$ cat src/rtl/hls_run_controller.sv
// -----------------------------------------------------------------------------
// hls_run_controller
//
// Sequences the start/done handshake of NUM_CH HLS accelerator instances.
// All channels are started together. A run is complete once every channel has
// reported done at least once. A sequence repeats the run cfg_runs times.
// The cycles of each run are counted from the start cycle through the
// completing cycle, inclusive. Completed runs are accumulated into a
// saturating total. If a run exceeds TIMEOUT cycles, the sequence is aborted
// and a fixed-length reset pulse is sent to the accelerators.
//
// Ports
//   clock         in   1       system clock
//   reset         in   1       asynchronous active-high reset
//   cmd_start     in   1       request to begin a sequence (accepted only when idle)
//   cfg_runs      in   RUN_W   number of runs, sampled on accepted cmd_start (0 -> 1)
//   done_port     in   NUM_CH  per-channel done pulses from the accelerators
//   start_port    out  NUM_CH  per-channel start pulses to the accelerators
//   dut_reset     out  1       accelerator reset, held RST_CYCLES cycles after a timeout
//   busy          out  1       a sequence is in progress
//   run_done      out  1       one-cycle pulse after each completed run
//   seq_done      out  1       one-cycle pulse at the end of a sequence (normal or abort)
//   timeout_flag  out  1       sticky timeout indication, cleared on the next accepted start
//   run_idx       out  RUN_W   0-based index of the current/last run
//   done_mask     out  NUM_CH  channels that have reported done in the current run
//   cycles_last   out  CNT_W   cycle count of the last completed run
//   cycles_total  out  TOT_W   saturating sum of run cycle counts in this sequence
//   cycles_min    out  CNT_W   (HLS_RUNCTL_MINMAX_EN only) shortest run in this sequence
//   cycles_max    out  CNT_W   (HLS_RUNCTL_MINMAX_EN only) longest run in this sequence
//
// Build option
//   HLS_RUNCTL_MINMAX_EN : adds the cycles_min / cycles_max tracking and ports.
// -----------------------------------------------------------------------------
module hls_run_controller #(
  parameter int NUM_CH     = 2,
  parameter int CNT_W      = 32,
  parameter int TOT_W      = 48,
  parameter int RUN_W      = 16,
  parameter int TIMEOUT    = 200000000,
  parameter int RST_CYCLES = 4
) (
  input  logic              clock,
  input  logic              reset,
  input  logic              cmd_start,
  input  logic [RUN_W-1:0]  cfg_runs,
  input  logic [NUM_CH-1:0] done_port,
  output logic [NUM_CH-1:0] start_port,
  output logic              dut_reset,
  output logic              busy,
  output logic              run_done,
  output logic              seq_done,
  output logic              timeout_flag,
  output logic [RUN_W-1:0]  run_idx,
  output logic [NUM_CH-1:0] done_mask,
  output logic [CNT_W-1:0]  cycles_last,
  output logic [TOT_W-1:0]  cycles_total
`ifdef HLS_RUNCTL_MINMAX_EN
  ,
  output logic [CNT_W-1:0]  cycles_min,
  output logic [CNT_W-1:0]  cycles_max
`endif
);

  // The abort counter runs 0 .. RST_CYCLES-1.
  localparam int              AB_W       = (RST_CYCLES > 1) ? $clog2(RST_CYCLES) : 1;
  localparam logic [CNT_W-1:0] LP_TIMEOUT = CNT_W'(TIMEOUT);
  localparam logic [AB_W-1:0]  LP_AB_LAST = AB_W'(RST_CYCLES - 1);

  typedef enum logic [2:0] {
    S_IDLE  = 3'd0,
    S_START = 3'd1,
    S_WAIT  = 3'd2,
    S_DONE  = 3'd3,
    S_ABORT = 3'd4
  } state_t;

  state_t r_state;
  state_t w_state_nxt;

  logic [RUN_W-1:0]  r_runs;
  logic [RUN_W-1:0]  r_run_idx;
  logic [CNT_W-1:0]  r_cnt;
  logic [NUM_CH-1:0] r_mask;
  logic [CNT_W-1:0]  r_last;
  logic [TOT_W-1:0]  r_tot;
  logic              r_tflag;
  logic              r_run_done;
  logic [AB_W-1:0]   r_ab_cnt;

  logic [CNT_W-1:0]  w_cnt_now;
  logic [NUM_CH-1:0] w_mask_now;
  logic              w_complete;
  logic              w_timeout;
  logic [RUN_W:0]    w_idx_nxt;
  logic              w_more;
  logic              w_ab_last;

  // Saturating increment of the per-run cycle counter.
  function automatic logic [CNT_W-1:0] sat_inc_cnt(input logic [CNT_W-1:0] a);
    return (&a) ? a : a + CNT_W'(1);
  endfunction

  // Saturating accumulate of a run count into the sequence total.
  function automatic logic [TOT_W-1:0] sat_add_tot(input logic [TOT_W-1:0] a,
                                                   input logic [CNT_W-1:0] b);
    logic [TOT_W:0] s;
    s = {1'b0, a} + (TOT_W+1)'(b);
    return s[TOT_W] ? {TOT_W{1'b1}} : s[TOT_W-1:0];
  endfunction

  // The start cycle itself counts as cycle 1. Each wait cycle adds one more.
  assign w_cnt_now  = (r_state == S_START) ? CNT_W'(1) : sat_inc_cnt(r_cnt);
  // The mask is rebuilt from scratch in the start cycle.
  assign w_mask_now = ((r_state == S_START) ? '0 : r_mask) | done_port;
  assign w_complete = ((r_state == S_START) || (r_state == S_WAIT)) && (&w_mask_now);
  // Completion in the same cycle takes priority over a timeout.
  assign w_timeout  = (r_state == S_WAIT) && (w_cnt_now == LP_TIMEOUT) && !w_complete;
  assign w_idx_nxt  = {1'b0, r_run_idx} + (RUN_W+1)'(1);
  assign w_more     = w_idx_nxt < {1'b0, r_runs};
  assign w_ab_last  = (r_ab_cnt == LP_AB_LAST);

  // State register
  always_ff @(posedge clock or posedge reset) begin
    if (reset) r_state <= S_IDLE;
    else       r_state <= w_state_nxt;
  end

  // Next-state logic
  always_comb begin
    w_state_nxt = r_state;
    case (r_state)
      S_IDLE:  if (cmd_start) w_state_nxt = S_START;
      S_START: begin
        if (w_complete) w_state_nxt = w_more ? S_START : S_DONE;
        else            w_state_nxt = S_WAIT;
      end
      S_WAIT: begin
        if (w_complete)     w_state_nxt = w_more ? S_START : S_DONE;
        else if (w_timeout) w_state_nxt = S_ABORT;
      end
      S_DONE:  w_state_nxt = S_IDLE;
      S_ABORT: if (w_ab_last) w_state_nxt = S_IDLE;
      default: w_state_nxt = S_IDLE;
    endcase
  end

  // State-decoded outputs. These are combinational, so start_port falls as
  // soon as reset forces the state register back to idle.
  always_comb begin
    start_port = {NUM_CH{r_state == S_START}};
    dut_reset  = (r_state == S_ABORT);
    busy       = (r_state != S_IDLE);
    seq_done   = (r_state == S_DONE) || ((r_state == S_ABORT) && w_ab_last);
  end

  // Run bookkeeping
  always_ff @(posedge clock or posedge reset) begin
    if (reset) begin
      r_runs     <= '0;
      r_run_idx  <= '0;
      r_cnt      <= '0;
      r_mask     <= '0;
      r_last     <= '0;
      r_tot      <= '0;
      r_tflag    <= 1'b0;
      r_run_done <= 1'b0;
      r_ab_cnt   <= '0;
    end else begin
      r_run_done <= w_complete;
      case (r_state)
        S_IDLE: begin
          if (cmd_start) begin
            r_runs    <= (cfg_runs == '0) ? RUN_W'(1) : cfg_runs;
            r_run_idx <= '0;
            r_tot     <= '0;
            r_tflag   <= 1'b0;
          end
        end
        S_START, S_WAIT: begin
          r_cnt  <= w_cnt_now;
          r_mask <= w_mask_now;
          if (w_complete) begin
            r_last <= w_cnt_now;
            r_tot  <= sat_add_tot(r_tot, w_cnt_now);
            if (w_more) r_run_idx <= w_idx_nxt[RUN_W-1:0];
          end else if (w_timeout) begin
            r_tflag  <= 1'b1;
            r_ab_cnt <= '0;
          end
        end
        S_ABORT: r_ab_cnt <= r_ab_cnt + AB_W'(1);
        default: ;
      endcase
    end
  end

  assign run_done     = r_run_done;
  assign timeout_flag = r_tflag;
  assign run_idx      = r_run_idx;
  assign done_mask    = r_mask;
  assign cycles_last  = r_last;
  assign cycles_total = r_tot;

`ifdef HLS_RUNCTL_MINMAX_EN
  logic [CNT_W-1:0] r_min;
  logic [CNT_W-1:0] r_max;

  // The minimum starts at all ones, so the first completed run always replaces it.
  always_ff @(posedge clock or posedge reset) begin
    if (reset) begin
      r_min <= '1;
      r_max <= '0;
    end else if ((r_state == S_IDLE) && cmd_start) begin
      r_min <= '1;
      r_max <= '0;
    end else if (w_complete) begin
      if (w_cnt_now < r_min) r_min <= w_cnt_now;
      if (w_cnt_now > r_max) r_max <= w_cnt_now;
    end
  end

  assign cycles_min = r_min;
  assign cycles_max = r_max;
`else
  // Min/max run tracking is not built in this configuration.
`endif

endmodule

$ cat config.mk
export PLATFORM = sky130hd
export DESIGN_NAME = hls_run_controller
export DESIGN_NICKNAME = d
export VERILOG_FILES = /design/src/rtl/hls_run_controller.sv
export SDC_FILE = /design/constraint.sdc
export NUM_CORES = 1
export LEC_CHECK = 0
export CAP_MARGIN = 20
export CORE_ASPECT_RATIO = 0.9
export CORE_MARGIN = 5
export CORE_UTILIZATION = 39
export CTS_BUF_LIST = sky130_fd_sc_hd__clkbuf_4
export DETAILED_ROUTE_END_ITERATION = 10
export SLEW_MARGIN = 20
export SYNTH_ARGS = -nofsm -noshare
export SYNTH_HDL_FRONTEND = slang
export SYNTH_SLANG_ARGS = --single-unit
$ cat constraint.sdc
create_clock -name clock -period 11 [get_ports clock]
set_clock_uncertainty 0.15 [all_clocks]
set_input_delay 1.1 -clock clock [delete_from_list [all_inputs] [get_ports clock]]
set_output_delay 1.1 -clock clock [all_outputs]
set_load 0.01 [all_outputs]
==> flow_summary.ini, run 1 <==
[sta]
hold_violations = 0
tightest_slew_ns = 1.04
setup_tns_ns = 0
finalMaxSlewViolations = 0
rsz0062_at_grt = no
finalCritPeriodShare = 0.583
max_clock_freq_mhz = 156
setup_viol = 0
slew_headroom = 0.303
period_minus_slack_ns = 6.41

[floorplan]
core_region_area_sq_mm = 0.0253
die_h_microns = 163
start_util = 0.399
ios = 126
dieArea_sq_mm = 0.0292
fp.dieW_microns = 180
rows = 55

[drt]
drtPass1Iterations = 5
final_antenna_net_count = 0
via_per_inst = 5.72
wire_per_inst_microns = 19.5
drt_iter0_drc = 827
remaining_drc_errors = 0
drt-total-wl_microns = 32600
vias = 9565

[logic_synthesis]
synth_compound_area_frac = 0.220
syn-cell-area_sq_mm = 0.0101
ys_seq_elements = 153
synth-simple-area-share = 0.241
syn_area_per_cell_sq_um = 8.28
synth_cell_type_count = 73
yosysSeqAreaShare = 0.379
synth_nets = 1292
synthMuxAreaShare = 0.0151
yosysWarningCount = 0
syn_inst = 1220
synth_async_sr_flop_share = 1.00
synth_top_family_by_area = simple AND/OR/NAND/NOR gates
synth_xor_area_frac = 0.0382
synth_fa_ha_area_frac = 0.0639
synth-main-ff-cell = dfrtp_1
synth-edff-count = 0

[final_layout]
fillCellCount = 2559
area.growth.synth_to_final_pct = 18.6
final_nets = 1387
fin_cells = 1671
fin_util = 0.473
drive_gt1_frac = 0.0587

[global_routing]
grt_start_max_net_pins = 93
track_usage = 0.222
antenna_found_initial = 1
grt_pass1_vias = 9323
grt_pass1_wl_microns = 52600
gr-total-overflow = 0

[cts]
clk_pin_slew_ns = 0.15
cts_hold_buf = 0
cts_tree = built
cts_root_buf = clkbuf_4
cts_made_buffers = 17
cts_setup_buffers = 0
post_cts_resized = 0
insertion_delay_ns = 0.58
htreeDepth = 4
clkSinkCount = 153
ctsLongestPathBuffers = 2

[pwr]
p_leak_nw = 5.58
p_total_mw = 1.76
pwr_density_cell_mw_per_mm2 = 147
vdd_ir_drop_max_mv = 0.138

[worst_setup_path]
critPathLaunchType = register
required_ns = 11.32
arrival_ns = 6.73
path_class = register to register
crit_path_max_fanout = 18
cp-end-kind = register

[placement]
placed_cells = 1637
dp_hpwl_microns = 23500
port_buffers = 125
gp_congestion = 0.905

[flow_run]
cap_violations = 0

[status]
status = complete, no violations

[hold_path]
hold_class = register to register
-- area by class of cell --
type                       count  area [sq um]  share of cell area
timing repair buffer         140          1380               0.116
tap                          342           428              0.0357
inverter                      44           170              0.0142
sequential                   153          3830               0.320
clock inverter                15           165              0.0138
multi-input combinational    959          5870               0.490
antenna                        1          2.50            0.000209
clock buffer                  17           128              0.0107
-- per-stage QoR --
stage,setup WS [ns],hold slack [ns],area (sq um)
after floorplan,5.63,0.333,10100
after detailed placement,4.41,0.311,11600
after global placement,4.56,0.311,11600
after global routing,4.30,0.369,12000
final,4.59,0.341,12000
after CTS,4.37,0.345,11900
-- where the power goes --
part           internal [mW]  switching, mW
combinational          0.216          0.488
clock                  0.140          0.240
sequential             0.623         0.0502
total                  0.979          0.778
-- cells in the final DEF, fill, tap and decap left out, types with 5 or more instances in the layout --
cell / count
or2_2: 9
clkbuf_4: 17
xnor2_1: 21
o2111ai_1: 6
o211ai_1: 17
nor3b_1: 5
buf_4: 14
nor3_1: 21
inv_6: 6
mux2i_1: 13
nor2b_1: 7
nor2_1: 51
o311ai_0: 5
and2_1: 8
o21bai_1: 6
inv_1: 41
nand2_1: 261
and3_1: 22
nand2b_1: 14
nor4_1: 16
and4_1: 5
a22o_1: 17
a21o_1: 47
or3_1: 6
a211oi_1: 13
a31oi_1: 14
a41oi_1: 6
nand4_1: 21
clkdlybuf4s50_1: 125
xor2_1: 23
o21ai_0: 84
a311oi_1: 6
a21oi_1: 69
ha_1: 50
nand3_1: 48
dfrtp_1: 153
-- synthesized netlist by cell type, drive strengths merged, types with 16 or more instances --
| cell type | n | area [sq um] |
|---|---|---|
| nand2 | 262 | 983 |
| dfrtp | 153 | 3830 |
| o21ai | 84 | 420 |
| a21oi | 71 | 359 |
| nor2 | 51 | 191 |
| ha | 50 | 626 |
| clkbuf | 48 | 180 |
| nand3 | 48 | 240 |
| a21o | 47 | 353 |
| inv | 43 | 161 |
| and3 | 23 | 145 |
| xor2 | 23 | 201 |
| nand4 | 22 | 153 |
| nor3 | 22 | 110 |
| xnor2 | 21 | 184 |
| nor4 | 18 | 134 |
| a22o | 17 | 149 |
| o211ai | 17 | 128 |
| buf | 16 | 80.1 |
-- path summary, 6_finish.rpt --
check	startpoint	to	slack, ns	depth (start not counted)
min in group asynchronous	reset	run_idx[8]	0.90	2
max	r_cnt[24]	cycles_total[12]	4.59	14
min reg2reg	cycles_last[4]	cycles_last[4]	0.34	2
min	cycles_last[4]	cycles_last[4]	0.34	2
max in group asynchronous	reset	cycles_total[29]	8.46	3
max reg2reg	r_cnt[24]	cycles_total[12]	4.59	14
-- critical path, stage by stage, from the launching register on --
cell,delay (ns)
dfrtp_1,0.64
nand4_1,0.19
nor2_1,0.82
nand3_1,0.48
a211oi_1,0.87
ha_1,0.44
a21o_1,0.20
a21o_1,0.17
a211oi_1,0.49
a211oi_1,0.16
nor3_1,0.58
a211o_1,0.58
buf_16,0.22
o21ai_0,0.09
a22o_1,0.21
-- flip-flops by register name, indices dropped and copies added, names as in the netlist --
register      cells
r_state           3
r_cnt            32
run_done          1
r_ab_cnt          2
r_runs           16
cycles_total     48
run_idx          16
done_mask         2
cycles_last      32
timeout_flag      1
-- per-layer routing --
metal / vias to the layer above / track usage / routed length [microns]
li1: 4586 / - / -
met1: 4650 / 0.327 / 15800
met2: 301 / 0.342 / 14300
met3: 28 / 0.0462 / 2170
met4: 0 / 0.0384 / 344
met5: - / 0 / 0
-- kinds of logic after synthesis --
family                     count (synthesis)
AOI/OAI and AO/OA                        335
xor gates and xnor gates                  44
adders and majority gates                 51
buffers and inverters                    108
DFF                                      153
muxes                                     15
and+or+nand+nor                          514
(Power assumes the default switching activity.)
==> run 2, diff against run 1 <==
==> constraint.sdc (replaced) <==
create_clock -name clock -period 5.4 [get_ports clock]
set_clock_uncertainty 0.15 [all_clocks]
set_input_delay 0.54 -clock clock [delete_from_list [all_inputs] [get_ports clock]]
set_output_delay 0.54 -clock clock [all_outputs]
set_load 0.01 [all_outputs]
==> flow_summary.ini, run 2 (same netlist as run 1, synthesis figures left out) <==
[final_layout]
largest_reg_flops = 48
fin_util = 0.482
final_cell_mix = nand2_1 (261), dfrtp_1 (153), clkdlybuf4s50_1 (125), o21ai_0 (82), a21oi_1 (68)
drive_gt1_frac = 0.0850
area.growth.synth_to_final_pct = 20.8
fillCellCount = 2517
final_area_sq_mm = 0.0122
final_common_cell = nand2_1
final_nets = 1423

[worst_setup_path]
cp_num_buf_inv = 2
critPathTopFamily = simple AND/OR/NAND/NOR gates
required_ns = 5.73
critPathLaunchType = register
cp-end-kind = register
arrival_ns = 5.44
crit_chain = ha_2 -> nand3_1 -> or4_4 -> nor3_2 -> xnor2_1 -> nor2_1 -> inv_1 -> ha_1 -> fa_1 -> a21o_1 -> a31oi_1 -> or4_1 -> a21oi_2 -> o21ai_0 -> o311ai_0 -> buf_4 -> a41oi_1 -> a311oi_1
r2r_start = r_cnt[1]
path_class = register to register
critPathSlowestCell = or4_4
startpoint = r_cnt[1]
slowest_delay_ns = 0.66
crit_path_max_fanout = 11

[floorplan]
die_h_microns = 163
fp.dieW_microns = 180
ios = 126
dieArea_sq_mm = 0.0292
core_region_area_sq_mm = 0.0253
start_util = 0.399
rows = 55

[global_routing]
grt_start_max_net_pins = 85
grt_pass1_wl_microns = 53100
track_usage = 0.226
grt_pass1_vias = 9250
gr-total-overflow = 0
antenna_found_initial = 1

[placement]
gp_congestion = 0.985
port_buffers = 125
dpl-instance-area_sq_mm = 0.0119
dp_hpwl_microns = 25000

[sta]
finalMaxSlewViolations = 0
finalCritPeriodShare = 0.947
slew_headroom = 0.391
max_clock_freq_mhz = 196
setup_viol = 0
tightest_slew_ns = 0.910
rsz0062_at_grt = yes
hold_violations = 0
period_minus_slack_ns = 5.11
whs_ns = 0.338

[cts]
clkSinkCount = 153
cts_made_buffers = 17
insertion_delay_ns = 0.58
ctsLongestPathBuffers = 2
cts_hold_buf = 0
cts_tree = built
htreeDepth = 4
cts_root_buf = clkbuf_4
clk_pin_slew_ns = 0.14

[drt]
remaining_drc_errors = 0
drtPass1Iterations = 5
drt_iter0_drc = 747
vias = 9743
final_antenna_net_count = 0
drt-total-wl_microns = 33200
wire_per_inst_microns = 19.5
via_per_inst = 5.71

[status]
status = complete, no violations

[flow_run]
cap_violations = 0

[hold_path]
hold_class = input pin to asynchronous set/reset pin

[pwr]
pwr_density_cell_mw_per_mm2 = 292
vdd_ir_drop_max_mv = 0.249
p_leak_nw = 5.72
## run 2: changes by cell type in the layout (fill, tap and decap cells not counted), moves of 2 or more
cell / before / now
buf_4: 14 / 51
clkbuf_4: 17 / 19
clkinvlp_4: 2 / 4
o21ai_0: 84 / 82
o21ai_1: 0 / 2
## run 2: report_power, final
part | leakage (nW) | internal (mW) | switching, mW
registers | 2.08 | 1.27 | 0.0931
logic | 3.51 | 0.477 | 1.01
clock network | 0.132 | 0.242 | 0.464
## run 2: final cells by class
class / instances / area, sq um / area share
multi-input combinational: 959 / 5870 / 0.481
sequential: 153 / 3830 / 0.314
timing repair buffer: 176 / 1630 / 0.134
tap: 342 / 428 / 0.0351
inverter: 44 / 170 / 0.0140
clock buffer: 19 / 143 / 0.0117
clock inverter: 13 / 120 / 0.00985
antenna: 1 / 2.50 / 0.000205
## run 2: per-layer routing
layer  GRT usage  wire, microns
met5           0              0
met4      0.0464            439
met3      0.0377           2130
met2       0.337          14400
met1       0.344          16200
## run 2: worst paths after layout
path | to | slack, ns | cells after the start
worst max-delay path | cycles_total[36] | 0.29 | 18
max in group asynchronous | r_cnt[26] | 3.76 | 3
worst max register to register | cycles_total[36] | 0.29 | 18
min in group clock | cycles_last[9] | 0.34 | 2
worst min-delay path | run_idx[5] | 0.34 | 2
worst min register to register | cycles_last[9] | 0.34 | 2
## run 2: what timing repair did
action	in CTS	in global routing
resized for setup	0	6
buffers inserted	0	0
setup endpoints to repair	0	27
## run 2: worst register-to-register path, cell delays in order (launching register included)
cell	delay [ns]
dfrtp_1	0.45
ha_2	0.30
nand3_1	0.16
or4_4	0.66
nor3_2	0.24
xnor2_1	0.15
nor2_1	0.07
inv_1	0.09
ha_1	0.21
fa_1	0.23
a21o_1	0.16
a31oi_1	0.13
or4_1	0.65
a21oi_2	0.26
o21ai_0	0.16
o311ai_0	0.37
buf_4	0.21
a41oi_1	0.12
a311oi_1	0.27
## run 2: per-stage QoR
step	setup WS [ns]	std cells	setup TNS, ns	power (mW)
finish	0.289	1707	0	3.56
global route	-0.0161	1707	-0.0161	3.82
CTS	0.147	1706	0	3.58
detailed placement	0.173	1674	0	2.87
global placement	0.389	1674	0	2.86
floorplan	0.237	1220	0	2.31
==> run 3, diff against run 2 <==
--- a/config.mk
+++ b/config.mk
@@ -8,7 +8,7 @@
 export CAP_MARGIN = 20
 export CORE_ASPECT_RATIO = 0.9
 export CORE_MARGIN = 5
-export CORE_UTILIZATION = 39
+export CORE_UTILIZATION = 40
 export CTS_BUF_LIST = sky130_fd_sc_hd__clkbuf_4
 export DETAILED_ROUTE_END_ITERATION = 10
 export SLEW_MARGIN = 20
==> flow_summary.ini, run 3 (same netlist as run 1, synthesis figures left out) <==
[drt]
final_antenna_net_count = 0
via_per_inst = 5.65
vias = 9684
drtPass1Iterations = 5
wire_per_inst_microns = 19.5
drt_iter0_drc = 822
drt-total-wl_microns = 33400
remaining_drc_errors = 0

[floorplan]
die_h_microns = 161
ios = 126
core_region_area_sq_mm = 0.0250
start_util = 0.404
fp.dieW_microns = 177
dieArea_sq_mm = 0.0285
rows = 55

[pwr]
vdd_ir_drop_max_mv = 0.296
p_seq_frac = 0.382
switching_share = 0.438
switchingPower_mw = 1.57
power.share.clock = 0.207
p_int_mw = 2.02
pwr_density_cell_mw_per_mm2 = 292
p_leak_nw = 5.82
combPwrFrac = 0.411

[hold_path]
hold_class = input pin to asynchronous set/reset pin

[worst_setup_path]
required_ns = 5.77
crit_path_max_fanout = 11
path_class = register to register
arrival_ns = 5.46
cp-end-kind = register
critPathLaunchType = register

[placement]
gp_congestion = 0.977
dp_hpwl_microns = 25100
port_buffers = 125

[sta]
setup_tns_ns = 0
max_clock_freq_mhz = 196
hold_violations = 0
tightest_slew_ns = 0.822
period_minus_slack_ns = 5.09
rsz0062_at_grt = no
finalMaxSlewViolations = 0
setup_viol = 0
whs_ns = 0.341
finalCritPeriodShare = 0.943
slew_headroom = 0.450

[cts]
clk_pin_slew_ns = 0.15
cts_tree = built
insertion_delay_ns = 0.57
clkSinkCount = 153
cts_root_buf = clkbuf_4
cts_made_buffers = 17
cts_setup_buffers = 0
ctsLongestPathBuffers = 2
htreeDepth = 4

[global_routing]
grt_pass1_vias = 9279
grt_pass1_wl_microns = 53100
antenna_found_initial = 1
track_usage = 0.234
gr-total-overflow = 0
grt_start_max_net_pins = 86

[final_layout]
area.growth.synth_to_final_pct = 21.7
final_common_cell = nand2_1
largest_reg_flops = 48
drive_gt1_frac = 0.0912
fillCellCount = 2457
final_nets = 1431
final_cell_mix = nand2_1 (261), dfrtp_1 (152), clkdlybuf4s50_1 (125), o21ai_0 (82), a21oi_1 (68)

[status]
status = complete, no violations

[flow_run]
cap_violations = 0
==> run 3: per-layer routing <==
metal  part of all wire  global-route usage  vias to the layer above
met1               0.48               0.353                     4638
met3              0.072              0.0527                       35
met4              0.015              0.0471                        0
li1                   -                   -                     4671
met2               0.43               0.346                      340
met5                  0                   0                        -
==> run 3: cell type report <==
cell class / instances / area (sq um) / share of cell area
Clock inverter: 13 / 144 / 0.0117
Multi-Input combinational cell: 959 / 5880 / 0.478
Timing Repair Buffer: 184 / 1710 / 0.139
Sequential cell: 153 / 3830 / 0.312
Antenna cell: 1 / 2.50 / 0.000204
Inverter: 44 / 170 / 0.0138
Tap cell: 342 / 428 / 0.0348
Clock buffer: 18 / 135 / 0.0110
==> run 3: critical path, stage by stage (launching register included) <==
cell	delay (ns)
dfrtp_2	0.46
ha_1	0.31
nand3_1	0.20
or4_4	0.66
o311ai_0	0.33
o21ai_0	0.27
nor2_1	0.20
ha_1	0.33
and3_1	0.22
a221o_1	0.30
a21o_1	0.20
a221o_1	0.39
or2_2	0.33
a31oi_1	0.26
mux2_2	0.37
nand3_1	0.07
==> run 3: timing repair <==
action | in CTS | in global routing
gates resized for setup | 0 | 8
hold buffers | 0 | 0
setup endpoints to repair | 0 | 48
==> run 3: worst paths after layout <==
check / startpoint / end / slack, ns / depth (start not counted)
max in group asynchronous: reset / cycles_last[27] / 3.75 / 3
worst max register to register: r_cnt[0] / cycles_total[25] / 0.31 / 15
worst max-delay path: r_cnt[0] / cycles_total[25] / 0.31 / 15
worst min register to register: cycles_last[30] / cycles_last[30] / 0.34 / 2
min in group clock: cycles_last[30] / cycles_last[30] / 0.34 / 2
worst min-delay path: reset / r_runs[10] / 0.34 / 2
==> run 3: stage by stage <==
step                setup WS, ns  utilization  power [mW]  area (sq um)  instances
floorplan                  0.237            -        2.31         10100       1220
global placement           0.182        0.480        2.84         12000       1682
detailed placement         0.157        0.480        2.87         12000       1682
CTS                        0.147        0.491        3.61         12300       1713
global route              0.0323        0.492        3.83         12300       1714
finish                     0.306        0.492        3.59         12300       1714
==> run 3: power by group through the flow <==
stage | clock network [mW] | logic (mW) | registers [mW]
final | 0.744 | 1.48 | 1.37
after global routing | 0.813 | 1.63 | 1.39
after CTS | 0.761 | 1.48 | 1.37
after detailed placement | 0 | 1.47 | 1.39
after global placement | 0 | 1.46 | 1.39
after floorplan | 0 | 0.941 | 1.37
